==> src/rtl/grid_port_arbiter.sv <==
// Round-robin arbiter sharing grid memory port A between the game-logic controller (0)
// and a secondary client (1), with bounded read-modify-write locking and read-return steering.
module grid_port_arbiter #(
  parameter int ADDR_W       = 8,
  parameter int DATA_W       = 8,
  parameter int READ_LATENCY = 1,
  parameter int LOCK_MAX     = 16
) (
  input  logic              clk,
  input  logic              reset,
  input  logic              req0,
  input  logic              req1,
  input  logic              we0,
  input  logic              we1,
  input  logic              lock0,
  input  logic              lock1,
  input  logic [ADDR_W-1:0] addr0,
  input  logic [ADDR_W-1:0] addr1,
  input  logic [DATA_W-1:0] wdata0,
  input  logic [DATA_W-1:0] wdata1,
  output logic              gnt0,
  output logic              gnt1,
  output logic              rvalid0,
  output logic              rvalid1,
  output logic [DATA_W-1:0] rdata,
  output logic [ADDR_W-1:0] mem_addr,
  output logic [DATA_W-1:0] mem_data,
  output logic              mem_we,
  input  logic [DATA_W-1:0] mem_q
);

  logic                    last;
  logic                    lock_act;
  logic                    lock_own;
  logic [7:0]              lock_cnt;
  logic [7:0]              lock_cnt_inc;
  logic [READ_LATENCY-1:0] pipe_vld;
  logic [READ_LATENCY-1:0] pipe_id;
  logic [ADDR_W-1:0]       addr_hold;
  logic [DATA_W-1:0]       data_hold;

  logic              gnt_any;
  logic              gnt_id;
  logic              gnt_we;
  logic              gnt_lock;
  logic              owner_req;
  logic [ADDR_W-1:0] gnt_addr;
  logic [DATA_W-1:0] gnt_data;

  // While locked, only the owner can be served; otherwise round-robin against last
  always_comb begin
    gnt0 = 1'b0;
    gnt1 = 1'b0;
    if (!reset) begin
      if (lock_act) begin
        if (lock_own) gnt1 = req1;
        else          gnt0 = req0;
      end else if (req0 && req1) begin
        if (last) gnt0 = 1'b1;
        else      gnt1 = 1'b1;
      end else begin
        gnt0 = req0;
        gnt1 = req1;
      end
    end
  end

  always_comb begin
    gnt_any   = gnt0 | gnt1;
    gnt_id    = gnt1;
    gnt_we    = gnt1 ? we1    : we0;
    gnt_lock  = gnt1 ? lock1  : lock0;
    gnt_addr  = gnt1 ? addr1  : addr0;
    gnt_data  = gnt1 ? wdata1 : wdata0;
    owner_req = lock_own ? req1 : req0;
    lock_cnt_inc = lock_act ? (lock_cnt + 8'd1) : 8'd1;
  end

  assign mem_we   = gnt_any & gnt_we;
  assign mem_addr = gnt_any ? gnt_addr : addr_hold;
  assign mem_data = gnt_any ? gnt_data : data_hold;

  always_ff @(posedge clk) begin
    if (reset) begin
      last      <= 1'b1;
      lock_act  <= 1'b0;
      lock_own  <= 1'b0;
      lock_cnt  <= 8'd0;
      addr_hold <= '0;
      data_hold <= '0;
    end else begin
      if (gnt_any) begin
        last      <= gnt_id;
        addr_hold <= gnt_addr;
        data_hold <= gnt_data;
      end
      if (lock_act && !owner_req) begin
        lock_act <= 1'b0;
        lock_cnt <= 8'd0;
      end else if (gnt_any) begin
        // Expiry drops the lock with last = owner, so the other side wins the next tie
        if (gnt_lock && (lock_cnt_inc < 8'(LOCK_MAX))) begin
          lock_act <= 1'b1;
          lock_own <= gnt_id;
          lock_cnt <= lock_cnt_inc;
        end else begin
          lock_act <= 1'b0;
          lock_cnt <= 8'd0;
        end
      end
    end
  end

  always_ff @(posedge clk) begin
    if (reset) begin
      pipe_vld <= '0;
      pipe_id  <= '0;
    end else begin
      for (int i = READ_LATENCY - 1; i > 0; i--) begin
        pipe_vld[i] <= pipe_vld[i-1];
        pipe_id[i]  <= pipe_id[i-1];
      end
      pipe_vld[0] <= gnt_any & ~gnt_we;
      pipe_id[0]  <= gnt_any & ~gnt_we & gnt_id;
    end
  end

  assign rvalid0 = pipe_vld[READ_LATENCY-1] & ~pipe_id[READ_LATENCY-1];
  assign rvalid1 = pipe_vld[READ_LATENCY-1] &  pipe_id[READ_LATENCY-1];
  assign rdata   = mem_q;

endmodule

==> config.mk <==
export PLATFORM = sky130hd
export DESIGN_NAME = grid_port_arbiter
export DESIGN_NICKNAME = d
export VERILOG_FILES = /design/src/rtl/grid_port_arbiter.sv
export SDC_FILE = /design/constraint.sdc
export NUM_CORES = 1
export LEC_CHECK = 0
export CORE_MARGIN = 2
export CORE_UTILIZATION = 30
export CTS_CLUSTER_SIZE = 20
export DETAILED_ROUTE_END_ITERATION = 10
export HOLD_SLACK_MARGIN = 0.03
export PLACE_DENSITY = 0.64
export SLEW_MARGIN = 15
export SYNTH_ARGS = -nofsm -noshare
export SYNTH_HDL_FRONTEND = slang
export SYNTH_SLANG_ARGS = --single-unit
==> constraint.sdc <==
create_clock -name clk -period 1.6 [get_ports clk]
set_input_delay 0.32 -clock clk [delete_from_list [all_inputs] [get_ports clk]]
set_output_delay 0.32 -clock clk [all_outputs]
set_load 0.05 [all_outputs]
* Word level (Yosys, flattened, before mapping)
Cells that the tools add are included.
Storage, ports and cells: flip-flop bits (word level) 29, latch bits 0, memory bits (writable) 0, ROM bits 0, memories kept 0
Operators by class: add/sub/neg operators 1, multiply operators 0, divide/modulo/power cells 0, magnitude comparators 1, equality and inequality tests 0, shifts and indexed selects 0, mux-type cells 20, bitwise operators 9, reductions and logical operators 6
Operators by type and width (number):
- 8-bit two-way mux | 6
- 1-bit two-way mux | 14
- 8-bit by 1-bit adder with 8-bit output (second input constant) | 1
- 8-bit by 5-bit < comparator with 1-bit output (second input constant) | 1
- 1-bit bitwise AND | 5
- 1-bit logical AND | 3
- 1-bit inverter | 3
- 3-bit AND reduction | 1
- 2-bit OR reduction | 1
- 1-bit zero test | 1
- 1-bit bitwise OR | 1

* Logic depth before layout (Yosys ltp)
Gate-level depths: netlist of the first run.
depth in word-level cells 8, gate-level depth with buffers 7, mapped depth without buffers 6

* Worst setup path after synthesis of the first run
Ideal clock, no wire load.
kind register -> output, start reg lock_act, end out mem_addr[7], arrival 1.898 ns, slack -0.618 ns, cell stages (with the launch flop) 6, buffers on the path 0, cell sequence dfxtp_1 > nand3b_1 > nand4_4 > clkinv_2 > nand2_1 > a31oi_1
On the way: cells in the longest elaborated chain, start to end 4, elaborated cells on any way between the ends 7, those cells by class mux (6); bitwise (1)
RTL lines:
- start, declared | RTL line 33 | logic lock_act;
- start signal, assigned | RTL line 86 | lock_act <= 1'b0;
- start signal, assigned | RTL line 98 | lock_act <= 1'b0;
- start signal, assigned | RTL line 103 | lock_act <= 1'b1;
- 1-bit two-way mux | RTL line 55 | if (lock_act) begin
- 1-bit two-way mux | RTL line 54 | if (!reset) begin
- 8-bit two-way mux or 1-bit bitwise OR (tied branches) | RTL line 73, 69
- 8-bit two-way mux *
- end, declared | RTL line 26 | output logic [ADDR_W-1:0] mem_addr,
Mark *: on every way between the ends. The rest lies on a longest branch, timed or not.

* Worst setup path in the final report of the first run
start reg lock_own, end out mem_addr[5]
On the way: cells in the longest elaborated chain, start to end 5, elaborated cells on any way between the ends 9, those cells by class mux (8); bitwise (1)
RTL lines:
- start, declared | RTL line 34 | logic lock_own;
- start signal, assigned | RTL line 104 | lock_own <= gnt_id;
- 1-bit two-way mux | RTL line 56 | if (lock_own) gnt1 = req1;
- 1-bit two-way mux | RTL line 55
- 1-bit two-way mux | RTL line 54
- 8-bit two-way mux or 1-bit bitwise OR (tied branches) | RTL line 73, 69
- 8-bit two-way mux *
Marks and branches as above.

==> flow_summary.toml, run 1 <==
[setup_path]
rr_worst_depth = 8
reg2reg_slack_ns = -0.12
path_class = "reg2out"
arrival_ns = 1.81
timing.rr.end = "addr_hold[5]$_SDFF_PP0_"
crit_slowest_cell = "dfxtp_4"
startpoint_type = "register"
cp_data_required_time_ns = 1.28
cp_slowest_stage_delay_ns = 0.36
cp-end-kind = "primary output"
reg2reg_from = "lock_own$_SDFFE_PP0P_"
critPathMaxFanout = 6
crit_chain = "mux2i_4 -> a211oi_4 -> buf_6 -> buf_8 -> nor2_4 -> a31oi_4 -> buf_12"

[clocking]
cts_buffers = 5
clk_path_buf_depth = 2
clkLatencyLatePin_ns = 0.27
htree_levels = 2
cts_sinks = 29
root_buffer = "clkbuf_8"
path_clk_slew_ns = 0.06
cts_tree = "done"

[route]
detail-route-antenna-nets = 0
wl_mm = 4.84
vias = 1585
drcViolationCount = 0
first_pass_iters = 2
avgViaCountPerCell = 4.45
routedWlPerCell_um = 13.6
drt_first_iter_violations = 57

[floorplanning]
ios = 77
die_h_um = 79.1
die_w_um = 79.1
initial_utilization = 0.309
core.rowCount = 27
coreArea_um2 = 5470
dieArea_um2 = 6260

[run_status]
status = "finished with violations"
violations = "negative setup slack"

[synthesis]
ys_seq_area_frac = 0.343
yosysTopAreaCell = "dfxtp_1"
synth_top_area_share = 0.343
netlist_area_um2 = 1690
synth_edf_count = 0
ys_ff_latch = 29
synthArstFlopShare = 0
synth_cells = 185
synth_warnings = 0
syn_area_per_cell_um2 = 9.15
synth_nets = 234
synth_area_leaders = "dfxtp_1 (34%), a31oi_4 (15%), and2_1 (8.5%)"
synth_flop_cell = "dfxtp_1"
yosysUniqueCellTypes = 39

[worst_hold_path]
holdPathStages = 2
hp-start = "lock_cnt[3]$_SDFFE_PP0N_"
holdPathEnd = "lock_cnt[3]$_SDFFE_PP0N_"
hp-class = "reg2reg"

[timing]
relSlewSlack = 0.834
timing.final.crit_share = 1.33
worstMarginPinSlew_ns = 0.249
hold_ws_ns = 0.464
finalHoldViolCount = 0
skew_ns = 0.00299
post-route-min-period_ns = 2.13
setup_viol = 32
rsz0062_at_grt = "true"
maxSlewViolCount = 0
fmax_mhz = 470
worst_slack_ns = -0.528

[placement]
dp.cells = 332
dpl_cell_area_um2 = 2810
routabilityCongestion = 0.747
io_buffers = 60
dp_hpwl_mm = 3.27

[cells_and_area]
regArea_um2 = 591
instances_no_fill = 356
area_delta_synth_final_pct = 90.2
nets = 333
drive_above_1_share = 0.430
fillers = 467
fin_area_um2 = 3220
multi_input_area_um2 = 1140
antenna_cells = 0

[grt]
grt-ovfl-total = 0
grt_pass1_wl_mm = 7.80
antenna_found_initial = 0
grt_pass1_vias = 1646
track_usage = 0.157
grt_max_degree = 19

[power_and_ir_drop]
ir_drop_mv = 0.433
p_per_area_nw_per_um2 = 795
p_leak_nw = 1.31

[flow_run]
maxCapViolCount = 0
metrics by stage:
step	total power [mW]	setup TNS (ns)	setup WS (ns)	util
after detailed placement	1.84	-22.23	-0.708	0.514
final	2.56	-9.17	-0.528	0.588
after CTS	2.53	-8.43	-0.502	0.570
after floorplan	1.42	-4.04	-0.206	-
after global placement	1.83	-20.84	-0.657	0.514
after global routing	2.68	-11.14	-0.593	0.588
worst max-delay path, delay by kind of cell (launching register included):
family                 cells  cell delay, ns
AND/OR/NAND/NOR            1            0.04
buffers and inverters      3            0.45
multiplexers               1            0.19
flip-flops                 1            0.36
AO/OA/AOI/OAI              2            0.49
sequential cells by signal, summed over array words and instances (netlist names):
name,count
addr_hold,8
lock_act,1
lock_own,1
data_hold,8
pipe_vld,1
pipe_id,1
lock_cnt,8
last,1
report_power, final:
part / internal [mW] / total [mW] / switching (mW)
sequential: 0.769 / 0.794 / 0.0243
clock: 0.341 / 0.603 / 0.263
combinational: 0.598 / 1.16 / 0.566
total: 1.71 / 2.56 / 0.853
layout make-up:
type	instances	area share
repair buffers	104	0.387
inverters	6	0.0109
multi-input cells	136	0.354
well taps	72	0.0280
repair inverters	2	0.0101
clock buffers	7	0.0268
flip-flops and latches	29	0.183
timing repair:
action                     CTS  global route
pin swaps                    1            16
hold buffers                 0             0
cloned                       3             1
resized for setup           24            30
setup buffers                8             7
setup endpoints to repair   41            35
layer usage:
metal / global-route usage / routed length [um] / vias to the layer above
met5: 0 / 0 / -
li1: - / - / 812
met1: 0.187 / 2020 / 735
met4: 0.0397 / 31 / 0
met3: 0.0364 / 210 / 5
met2: 0.283 / 2580 / 33
cell usage in the layout (no fill, tap or decap), drive strengths merged, types with 2 or more instances in the layout:
cell and instances:
buf 65, nand2 38, clkdlybuf4s50 36, dfxtp 29, and2 23, nor2 22
a31oi 15, clkbuf 8, nor2b 6, inv 5, o21ai 5, mux2i 4
clkinv 3, nand3 3, nand4 3, nor3 2, o2111ai 2, a211oi 2
cells in the mapped netlist (2+ instances only):
cell type	count
mux2i_1	3
buf_6	3
a31oi_4	12
inv_1	5
nand2_1	38
nor3_1	2
o2111ai_1	2
and2_1	23
buf_4	8
nor2_4	2
nand4_1	2
nand3_1	3
o21ai_0	3
dfxtp_1	29
a31oi_1	3
nor2b_1	6
nor2_1	19
how the worst max path moves through the flow:
stage	slack (ns)	endpoint	startpoint	cells after the start
after detailed placement	-0.71	mem_data[1]	req0	7
after global routing	-0.59	mem_addr[5]	lock_own$_SDFFE_PP0P_	7
after global placement	-0.66	mem_addr[0]	req1	7
after floorplan	-0.21	mem_addr[5]	lock_own$_SDFFE_PP0P_	5
after CTS	-0.50	mem_addr[1]	lock_own$_SDFFE_PP0P_	7
final	-0.53	mem_addr[5]	lock_own$_SDFFE_PP0P_	7
kinds of logic after synthesis:
logic type                 after synthesis  share of synthesized area
and+or+nand+nor                        103                      0.310
DFF                                     29                      0.343
AOI/OAI and AO/OA                       28                      0.228
buffers and inverters                   20                     0.0865
muxes                                    4                     0.0259
adders and majority gates                1                    0.00739
Power figures use the tool's default switching activity.
==> inputs of run 2 (changes only) <==
--- a/config.mk
+++ b/config.mk
@@ -15,3 +15,4 @@
 export SYNTH_ARGS = -nofsm -noshare
 export SYNTH_HDL_FRONTEND = slang
 export SYNTH_SLANG_ARGS = --single-unit
+export TNS_END_PERCENT = 100
==> results of run 2 <==
Same layout as run 1: the final DEF is identical, and so are final timing and power.
